### src/rtl/pwm_dimmer.sv
// PWM LED dimmer: fixed-length periods whose lit width is sampled from `level`
// only at period boundaries, with a graceful finish-the-period stop.
module pwm_dimmer #(
  parameter int unsigned PERIOD      = 10,
  parameter bit          ACTIVE_HIGH = 1'b1
) (
  input  logic        clk,
  input  logic        rst,
  input  logic        en,
  input  logic [31:0] level,
  output logic        led,
  output logic        period_start,
  output logic [31:0] duty_q,
  output logic        busy
);

  localparam logic [31:0] PERIOD_W = 32'(PERIOD);
  localparam logic [31:0] LAST     = 32'(PERIOD - 1);

  typedef enum logic [1:0] {IDLE, RUN, STOP} state_t;

  state_t      state;
  logic [31:0] phase;
  logic [31:0] level_clamped_c;
  logic        wrap_c;
  logic        lit_c;

  // Requested duty saturates at a full period (full 32-bit compare).
  assign level_clamped_c = (level > PERIOD_W) ? PERIOD_W : level;
  assign wrap_c          = (phase == LAST);

  always_ff @(posedge clk) begin
    if (rst) begin
      state        <= IDLE;
      phase        <= 32'd0;
      duty_q       <= 32'd0;
      period_start <= 1'b0;
    end else begin
      period_start <= 1'b0;
      case (state)
        IDLE: begin
          phase <= 32'd0;
          if (en) begin
            state        <= RUN;
            duty_q       <= level_clamped_c;
            period_start <= 1'b1;
          end
        end
        RUN, STOP: begin
          phase <= wrap_c ? 32'd0 : phase + 32'd1;
          if (en) begin
            // Resuming from STOP keeps the phase; a new duty only lands at a wrap.
            state <= RUN;
            if (wrap_c) begin
              duty_q       <= level_clamped_c;
              period_start <= 1'b1;
            end
          end else if (state == RUN) begin
            state <= STOP;
          end else if (wrap_c) begin
            state <= IDLE;
          end
        end
        default: begin
          state <= IDLE;
          phase <= 32'd0;
        end
      endcase
    end
  end

  // Pure decodes of registered state; no input reaches these outputs.
  assign lit_c = (state != IDLE) && (phase < duty_q);
  assign led   = ACTIVE_HIGH ? lit_c : ~lit_c;
  assign busy  = (state != IDLE);

endmodule

### config.mk
export PLATFORM = sky130hd
export DESIGN_NAME = pwm_dimmer
export DESIGN_NICKNAME = d
export VERILOG_FILES = /design/src/rtl/pwm_dimmer.sv
export SDC_FILE = /design/constraint.sdc
export NUM_CORES = 1
export LEC_CHECK = 0
export BUFFER_PORTS_ARGS = -buffer_cell sky130_fd_sc_hd__buf_4
export CORE_ASPECT_RATIO = 1.1
export CORE_MARGIN = 4
export CORE_UTILIZATION = 30
export DETAILED_ROUTE_END_ITERATION = 16
export PLACE_DENSITY = 0.58
export SYNTH_ARGS = -nofsm -noshare
export SYNTH_HDL_FRONTEND = slang
export SYNTH_SLANG_ARGS = --single-unit
### constraint.sdc
create_clock -name clk -period 2.2 [get_ports clk]
set_input_delay 0.11 -clock clk [delete_from_list [all_inputs] [get_ports clk]]
set_output_delay 0.11 -clock clk [all_outputs]
set_load 0.01 [all_outputs]
==> results of run 1 <==
power groups by stage:
stage,combinational [uW],sequential (uW),clock (uW)
finish,215,1230,1570
global route,239,1230,1660
CTS,217,1230,1610
detailed placement,207,1260,0
global placement,204,1260,0
floorplan,102,1260,0
how the worst max path moves through the flow:
stage | end | start
finish | led | duty_q[2]$_SDFFE_PP0P_
CTS | led | duty_q[2]$_SDFFE_PP0P_
detailed placement | led | phase[2]$_SDFF_PP0_
global placement | led | phase[2]$_SDFF_PP0_
global route | led | duty_q[1]$_SDFFE_PP0P_
floorplan | phase[19]$_SDFF_PP0_ | phase[0]$_SDFF_PP0_
cell families after synthesis:
group,synth area share
DFF,0.3888
adders and majority gates,0.1342
buffers and inverters,0.06565
and+or+nand+nor,0.2641
xor gates and xnor gates,0.06855
AOI/OAI and AO/OA,0.07291
muxes,0.005804
per-layer routing:
layer	track usage	wire length [um]
met1	0.1536	3638
met2	0.2215	4051
met3	0.03470	408
met4	0.04003	93
met5	0	0
flip-flops by register name, summed over array words and instances (netlist names):
register,flops
duty_q,32
period_start,1
phase,32
state,2
worst max-delay path, stage by stage, from the launching register on:
cell and delay [ns]:
sky130_fd_sc_hd__dfxtp_2 0.33, sky130_fd_sc_hd__inv_2 0.05, sky130_fd_sc_hd__ha_4 0.24, sky130_fd_sc_hd__a211oi_2 0.21, sky130_fd_sc_hd__o21ai_2 0.10, sky130_fd_sc_hd__a211oi_2 0.33, sky130_fd_sc_hd__o21ai_2 0.13, sky130_fd_sc_hd__a21oi_2 0.15
sky130_fd_sc_hd__buf_4 0.14
synthesized netlist by cell type, drive strengths merged (2+ instances only):
cell	n	area [um^2]
a211oi	6	45.04
a21oi	13	65.06
and2	2	12.51
and3	6	37.54
and4	8	70.07
buf	8	50.05
clkbuf	7	26.28
dfxtp	67	1341
ha	37	462.9
inv	39	146.4
mux2i	2	20.02
nand2	27	101.4
nand3	11	55.05
nand4	16	112.6
nor2	45	168.9
nor2b	3	18.77
nor3	35	175.2
nor4	16	106.4
nor4b	2	17.52
o21ai	13	65.06
o31ai	2	28.78
or2	2	12.52
xnor2	15	131.4
xor2	12	105.1
layout make-up:
cell class / count / area (um^2) / area share
Multi-Input combinational cell: 282 / 1977 / 0.4317
Clock inverter: 6 / 88.84 / 0.01940
Sequential cell: 67 / 1355 / 0.2959
Clock buffer: 10 / 239.0 / 0.05219
Timing Repair Buffer: 76 / 585.6 / 0.1279
Tap cell: 147 / 183.9 / 0.04016
Inverter: 40 / 150.1 / 0.03279
stage by stage:
stage	worst slack (ns)	instance area [um^2]
floorplan	0.4323	3450
global placement	0.06938	4133
detailed placement	0.06910	4133
CTS	0.005256	4503
global route	0.005866	4579
finish	0.09099	4579
what timing repair did:
action,in CTS,in global routing
gates resized for setup,10,20
endpoints found under the hold margin,1,0
pin swaps,4,9
hold buffers,1,0
setup endpoints to repair,1,13
buffers inserted,0,0
==> impl.org, run 1 <==
** Global routing
- All-Layer GR Usage :: 0.1285
- Entering global routing, the biggest net connects 35 pins.
- Wire length of the first global-routing pass :: 13770 um
- The via count of the first global-routing pass came to 3042.
- Remaining global-route overflow :: 0
- The initial antenna violation count is 0.

** Logic synthesis
- Mapped cell area :: 3450 um^2
- Nets in the synthesized netlist :: 476
- Sequential fraction of the synthesis area :: 0.3888
- Primary FF master, synth :: sky130_fd_sc_hd__dfxtp_1
- Yosys printed 0 warnings.
- The average instance in the mapped netlist occupies 8.539 um^2.
- EDFF count, synth :: 0
- Counting flops and latches in the post-synthesis netlist gives 67.
- In the synthesized netlist the async set-or-reset flop fraction comes to 0.
- Count of different cell masters after synthesis :: 39
- Synthesis produced a netlist whose cell count is 404.

** Detailed routing
- Drt via density :: 4.817
- Starting DRT DRC Count :: 70
- Number of DRC violations after detailed routing :: 0
- Detailed-router iteration count before antenna repair :: 4
- Across all layers, the routed design uses 3025 vias.
- Final WL :: 8193 um
- After detailed routing, the average wire length per cell comes to 13.05 um.
- Count of nets left with antenna violations after detail routing :: 0

** Setup path
- Along the worst path, the maximum fanout reaches 2.
- Measured in cells, the most critical reg-to-reg path has a length of 8.
- Critical Path Source Type :: flip-flop
- Category of the most critical setup path :: reg2out
- Across all register-to-register paths, the minimum setup slack is 0.18 ns.
- R2r startpoint :: phase[1]$_SDFF_PP0_
- The worst register-to-register path ends at duty_q[5]$_SDFFE_PP0P_.
- At the worst endpoint, the required time is 2.09 ns.
- Data arrives at the worst endpoint at 2.00 ns.
- STA classifies the critical path endpoint as an output pin.

** Pwr
- Leakage Power :: 0.001788 uW
- Sequential share of power :: 0.409
- Combinational power share :: 0.071
- Switching Power :: 669.2 uW
- Net switching share of the total power :: 0.2219
- Final Power :: 3016 uW
- Int Power :: 2346 uW
- The worst-case IR drop observed on VDD is 0.2984 mV.
- Of the total power, the clock network draws 0.520.
- For this design the ratio of total power to cell area is 658.5 nW/um^2.

** CTS
- Number of sinks driven by the clock tree :: 67
- In this run the deepest clock path goes through 2 buffers.
- After clock tree synthesis, the clock-pin slew on the worst setup and hold paths is 0.05 ns.
- In this run, CTS created clock tree buffers numbering 9.
- The cell sitting at the root of the clock tree is a sky130_fd_sc_hd__clkbuf_16.
- TritonCTS built the clock tree.
- Clock latency on the worst-skew pair :: 0.33 ns
- H-tree level count :: 3

** Placement
- Port Buffer Count :: 69
- The congestion estimate from routability-driven global placement came to 0.7790.
- Total instance count after detailed placement :: 611
- Detailed placement finished with a half-perimeter wire length of 6213 um.

** Layout
- Share of post-route cells with drive strength above 1 :: 0.2557
- Area growth, synth to finish :: 32.75%
- The library cell used most frequently in the layout, excluding fill and tap cells, is sky130_fd_sc_hd__buf_4.
- Commonest non-fill, non-tap cells in the layout :: sky130_fd_sc_hd__buf_4 (74), sky130_fd_sc_hd__dfxtp_1 (56), sky130_fd_sc_hd__nor2_1 (45)
- After filler insertion, the fill cell instance count of the layout stands at 1091.
- Non-Filler Instances :: 628
- Final core utilization :: 0.4140
- Count of nets after finishing :: 548
- Total inserted antenna cells :: 0

** Timing
- Total negative slack :: 0 ns
- Final period util :: 0.9586
- The clock arrives with 0.005719 ns of skew.
- Minimum hold slack :: 0.03804 ns
- Final setup viols :: 0
- Max Clk Rate :: 474.2 MHz
- Headroom to the max-slew limit came out at 0.7407.
- Final-report hold violation count :: 0
- Count of final max-slew check failures :: 0
- The clock period could shrink to 2.109 ns.
- Setup repair after global routing left no endpoint under its margin.
- For the pin with the worst max-slew slack, the measured transition is 0.3890 ns.

** Die
- Number of top-level pins :: 70
- Core Area :: 11060 um^2
- The die covers 13280 um^2.
- The die is 110.2 um wide.
- Count of standard-cell rows :: 40
- The die is 120.5 um tall.
- For this configuration, the core starts out at a cell density of 0.3119.

** Run
- The tool flagged a number of max-cap violations equal to 0.

** Min path
- The path class of the tightest hold or removal check is in2reg.
- Number of cells on the worst hold path :: 3
- Startpoint of the lowest-slack hold path :: level[0]
- For hold timing, the worst endpoint is duty_q[0]$_SDFFE_PP0P_.

** Outcome
- Status :: completed
Note: power is estimated with default switching activity, not from simulation.
==> run 2: changes to the inputs <==
==> constraint.sdc (replaced) <==
create_clock -name clk -period 2.2 [get_ports clk]
set_input_delay 0.11 -clock clk [delete_from_list [all_inputs] [get_ports clk]]
set_output_delay 0.11 -clock clk [all_outputs]
set_load 0.1 [all_outputs]
==> run 2 against run 1 <==
Net effect:
- maximum frequency shrank 2.4%
- routed wire length grew 0.54%
- via count is essentially flat
- critical endpoint unchanged
- largest cell class unchanged
==> impl.org, run 2 (synthesis results as in run 1) <==
** CTS
- Buffers inserted during clock tree synthesis total 9.
- Number of sinks driven by the clock tree :: 67
- H-tree level count :: 3
- Clock latency on the worst-skew pair :: 0.33 ns
- The tree is rooted in a sky130_fd_sc_hd__clkbuf_16.
- Register clock-pin slew on the reported worst setup and hold paths :: 0.05 ns
- TritonCTS clock tree :: done
- In this run the deepest clock path goes through 2 buffers.

** Die
- The die covers 13280 um^2.
- Number of top-level pins :: 70
- Initial standard-cell utilization of the core :: 0.3119
- Die boundary width :: 110.2 um
- From bottom edge to top edge, the die measures 120.5 um.
- Row generation in the floorplan step produced 40 rows.
- Core Area :: 11060 um^2

** Layout
- Once layout is complete, the utilization of the core stands at 0.4245.
- After filler insertion, the fill cell instance count of the layout stands at 1076.
- Share of post-route cells with drive strength above 1 :: 0.3258
- With fillers left out, the area of the finished cells amounts to 4696 um^2.
- The net count of the finished layout is 552.
- 0 antenna diodes ended up in the layout.
- Largest registers :: duty_q x32, phase x32, state x2
- The area growth from synthesis to layout is 36.13%.
- Commonest non-fill, non-tap cell in the layout :: sky130_fd_sc_hd__buf_4
- Commonest non-fill, non-tap cells in the layout :: sky130_fd_sc_hd__buf_4 (77), sky130_fd_sc_hd__nor2_1 (45), sky130_fd_sc_hd__nor3_1 (35)

** Global routing
- Maximum number of pins on one net before global-route repair :: 35
- For this run the aggregate overflow at the end of global routing stands at 0.
- The via count of the first global-routing pass is 2950.
- Wire length of the first global-routing pass :: 13720 um
- For this run, the total global-route usage over all layers was measured as 0.1309.
- Initial antenna violation count :: 0

** Timing
- Setup repair after global routing missed its margin :: true
- Max Clk Rate :: 462.7 MHz
- Total negative slack :: 0 ns
- Counting I/O delays and the setup requirement, the final critical path takes 2.161 ns.
- In the finished design, the share of the clock period the worst path needs comes to 0.9825.
- Worst-Margin Slew :: 0.3725 ns
- Count of final max-slew check failures :: 0
- Final-report hold violation count :: 0
- Max-Slew Margin vs Limit :: 0.7501
- Final setup viols :: 0
- Post-Route Skew :: 0.007336 ns

** Detailed routing
- Highest layer used for signal routing :: met4
- Detailed-router iteration count before antenna repair :: 4
- Metal3 WL :: 463 um
- The first routing iteration left 66 violations.
- The routed design uses 3922 um of met2 wire.
- Count of nets left with antenna violations after detail routing :: 0
- Final WL :: 8237 um
- Across all layers, the routed design uses 3024 vias.
- Drt via density :: 4.785
- In the final routing, the length of wire on met1 measures 3682 um.
- WL per Instance :: 13.03 um
- Number of DRC violations after detailed routing :: 0

** Pwr
- Across the VDD grid, the largest voltage drop is 0.3118 mV.
- The completed layout was analyzed and its total power is 2847 uW.
- Leakage Power :: 0.001823 uW
- PD cells :: 606.2 nW/um^2

** Outcome
- Status :: completed

** Setup path
- Capture point of the critical path :: led
- Arr. time, crit path :: 2.05 ns
- Across all register-to-register paths, the minimum setup slack is 0.23 ns.
- Data on the critical path is required at its endpoint by 2.09 ns.
- The worst register-to-register path has a depth of 9.
- Critical Path Source Type :: flip-flop
- In this run the worst path has a maximum fanout of 3.
- Reg-to-Reg End :: duty_q[2]$_SDFFE_PP0P_
- R2r startpoint :: phase[0]$_SDFF_PP0_
- Tracing the worst setup path back leads to its startpoint at duty_q[1]$_SDFFE_PP0P_.
- Endpoint type of the worst setup path :: output pin
- Category of the most critical setup path :: reg2out

** Placement
- During placement, the flow inserted port buffers numbering 69.
- Placed instance area :: 4272 um^2
- Routability-driven placement congestion ratio :: 0.8316
- Hpwl dp :: 6260 um

** Min path
- Tightest Hold Check Type :: in2reg

** Run
- Max-capacitance violation count :: 0
[run 2: area by class of cell]
type                            count  area [um^2]  share of cell area
Tap cell                          147        183.9             0.03917
Multi-Input combinational cell    282         2008              0.4277
Inverter                           40        155.1             0.03304
Clock buffer                       13        270.3             0.05755
Sequential cell                    67         1439              0.3064
Timing Repair Buffer               80        628.1              0.1338
Clock inverter                      3        11.26            0.002398
[run 2: worst min path at each step]
stage                  start                      to  slack (ns)  depth (start not counted)
global placement          en   state[1]$_SDFFE_PP0P_        0.32                          2
detailed placement        en   state[1]$_SDFFE_PP0P_        0.33                          2
global route        level[0]  duty_q[0]$_SDFFE_PP0P_        0.04                          3
CTS                 level[0]  duty_q[0]$_SDFFE_PP0P_        0.01                          3
floorplan                 en   state[1]$_SDFFE_PP0P_        0.19                          1
finish              level[0]  duty_q[0]$_SDFFE_PP0P_        0.03                          3
[run 2: repair_timing]
action                                  CTS  global route
setup buffers                             0             5
endpoints found under the hold margin     1             0
gates resized for setup                  20             5
endpoints found under the setup margin    3            61
hold buffers                              1             0
pin swaps                                 7             2
[run 2: routing by layer]
layer,up-vias,GRT usage
met5,-,0
met4,0,0.05774
met3,12,0.04004
met2,70,0.2102
met1,1375,0.1597
li1,1567,-
[run 2: report_power, final]
group / switching, uW / internal [uW] / total (uW)
Combinational: 182 / 113 / 295
Sequential: 8.80 / 1200 / 1210
Clock: 497 / 843 / 1340
Total: 687 / 2160 / 2850
[run 2: per-stage QoR]
stage	hold slack, ns	worst slack [ns]	cells
after detailed placement	0.3270	0.004825	610
after CTS	0.01472	0.005938	627
after global routing	0.03613	-0.03962	632
final	0.02612	0.03856	632
after floorplan	0.1885	0.001148	404
after global placement	0.3225	0.004882	610
[run 2: worst max-delay path, stage by stage, from the launching register on]
cell	delay (ns)
sky130_fd_sc_hd__dfxtp_4	0.35
sky130_fd_sc_hd__inv_1	0.04
sky130_fd_sc_hd__ha_1	0.19
sky130_fd_sc_hd__a211oi_2	0.21
sky130_fd_sc_hd__o21ai_1	0.13
sky130_fd_sc_hd__a211oi_2	0.31
sky130_fd_sc_hd__o21ai_2	0.13
sky130_fd_sc_hd__a21oi_4	0.15
sky130_fd_sc_hd__buf_12	0.18
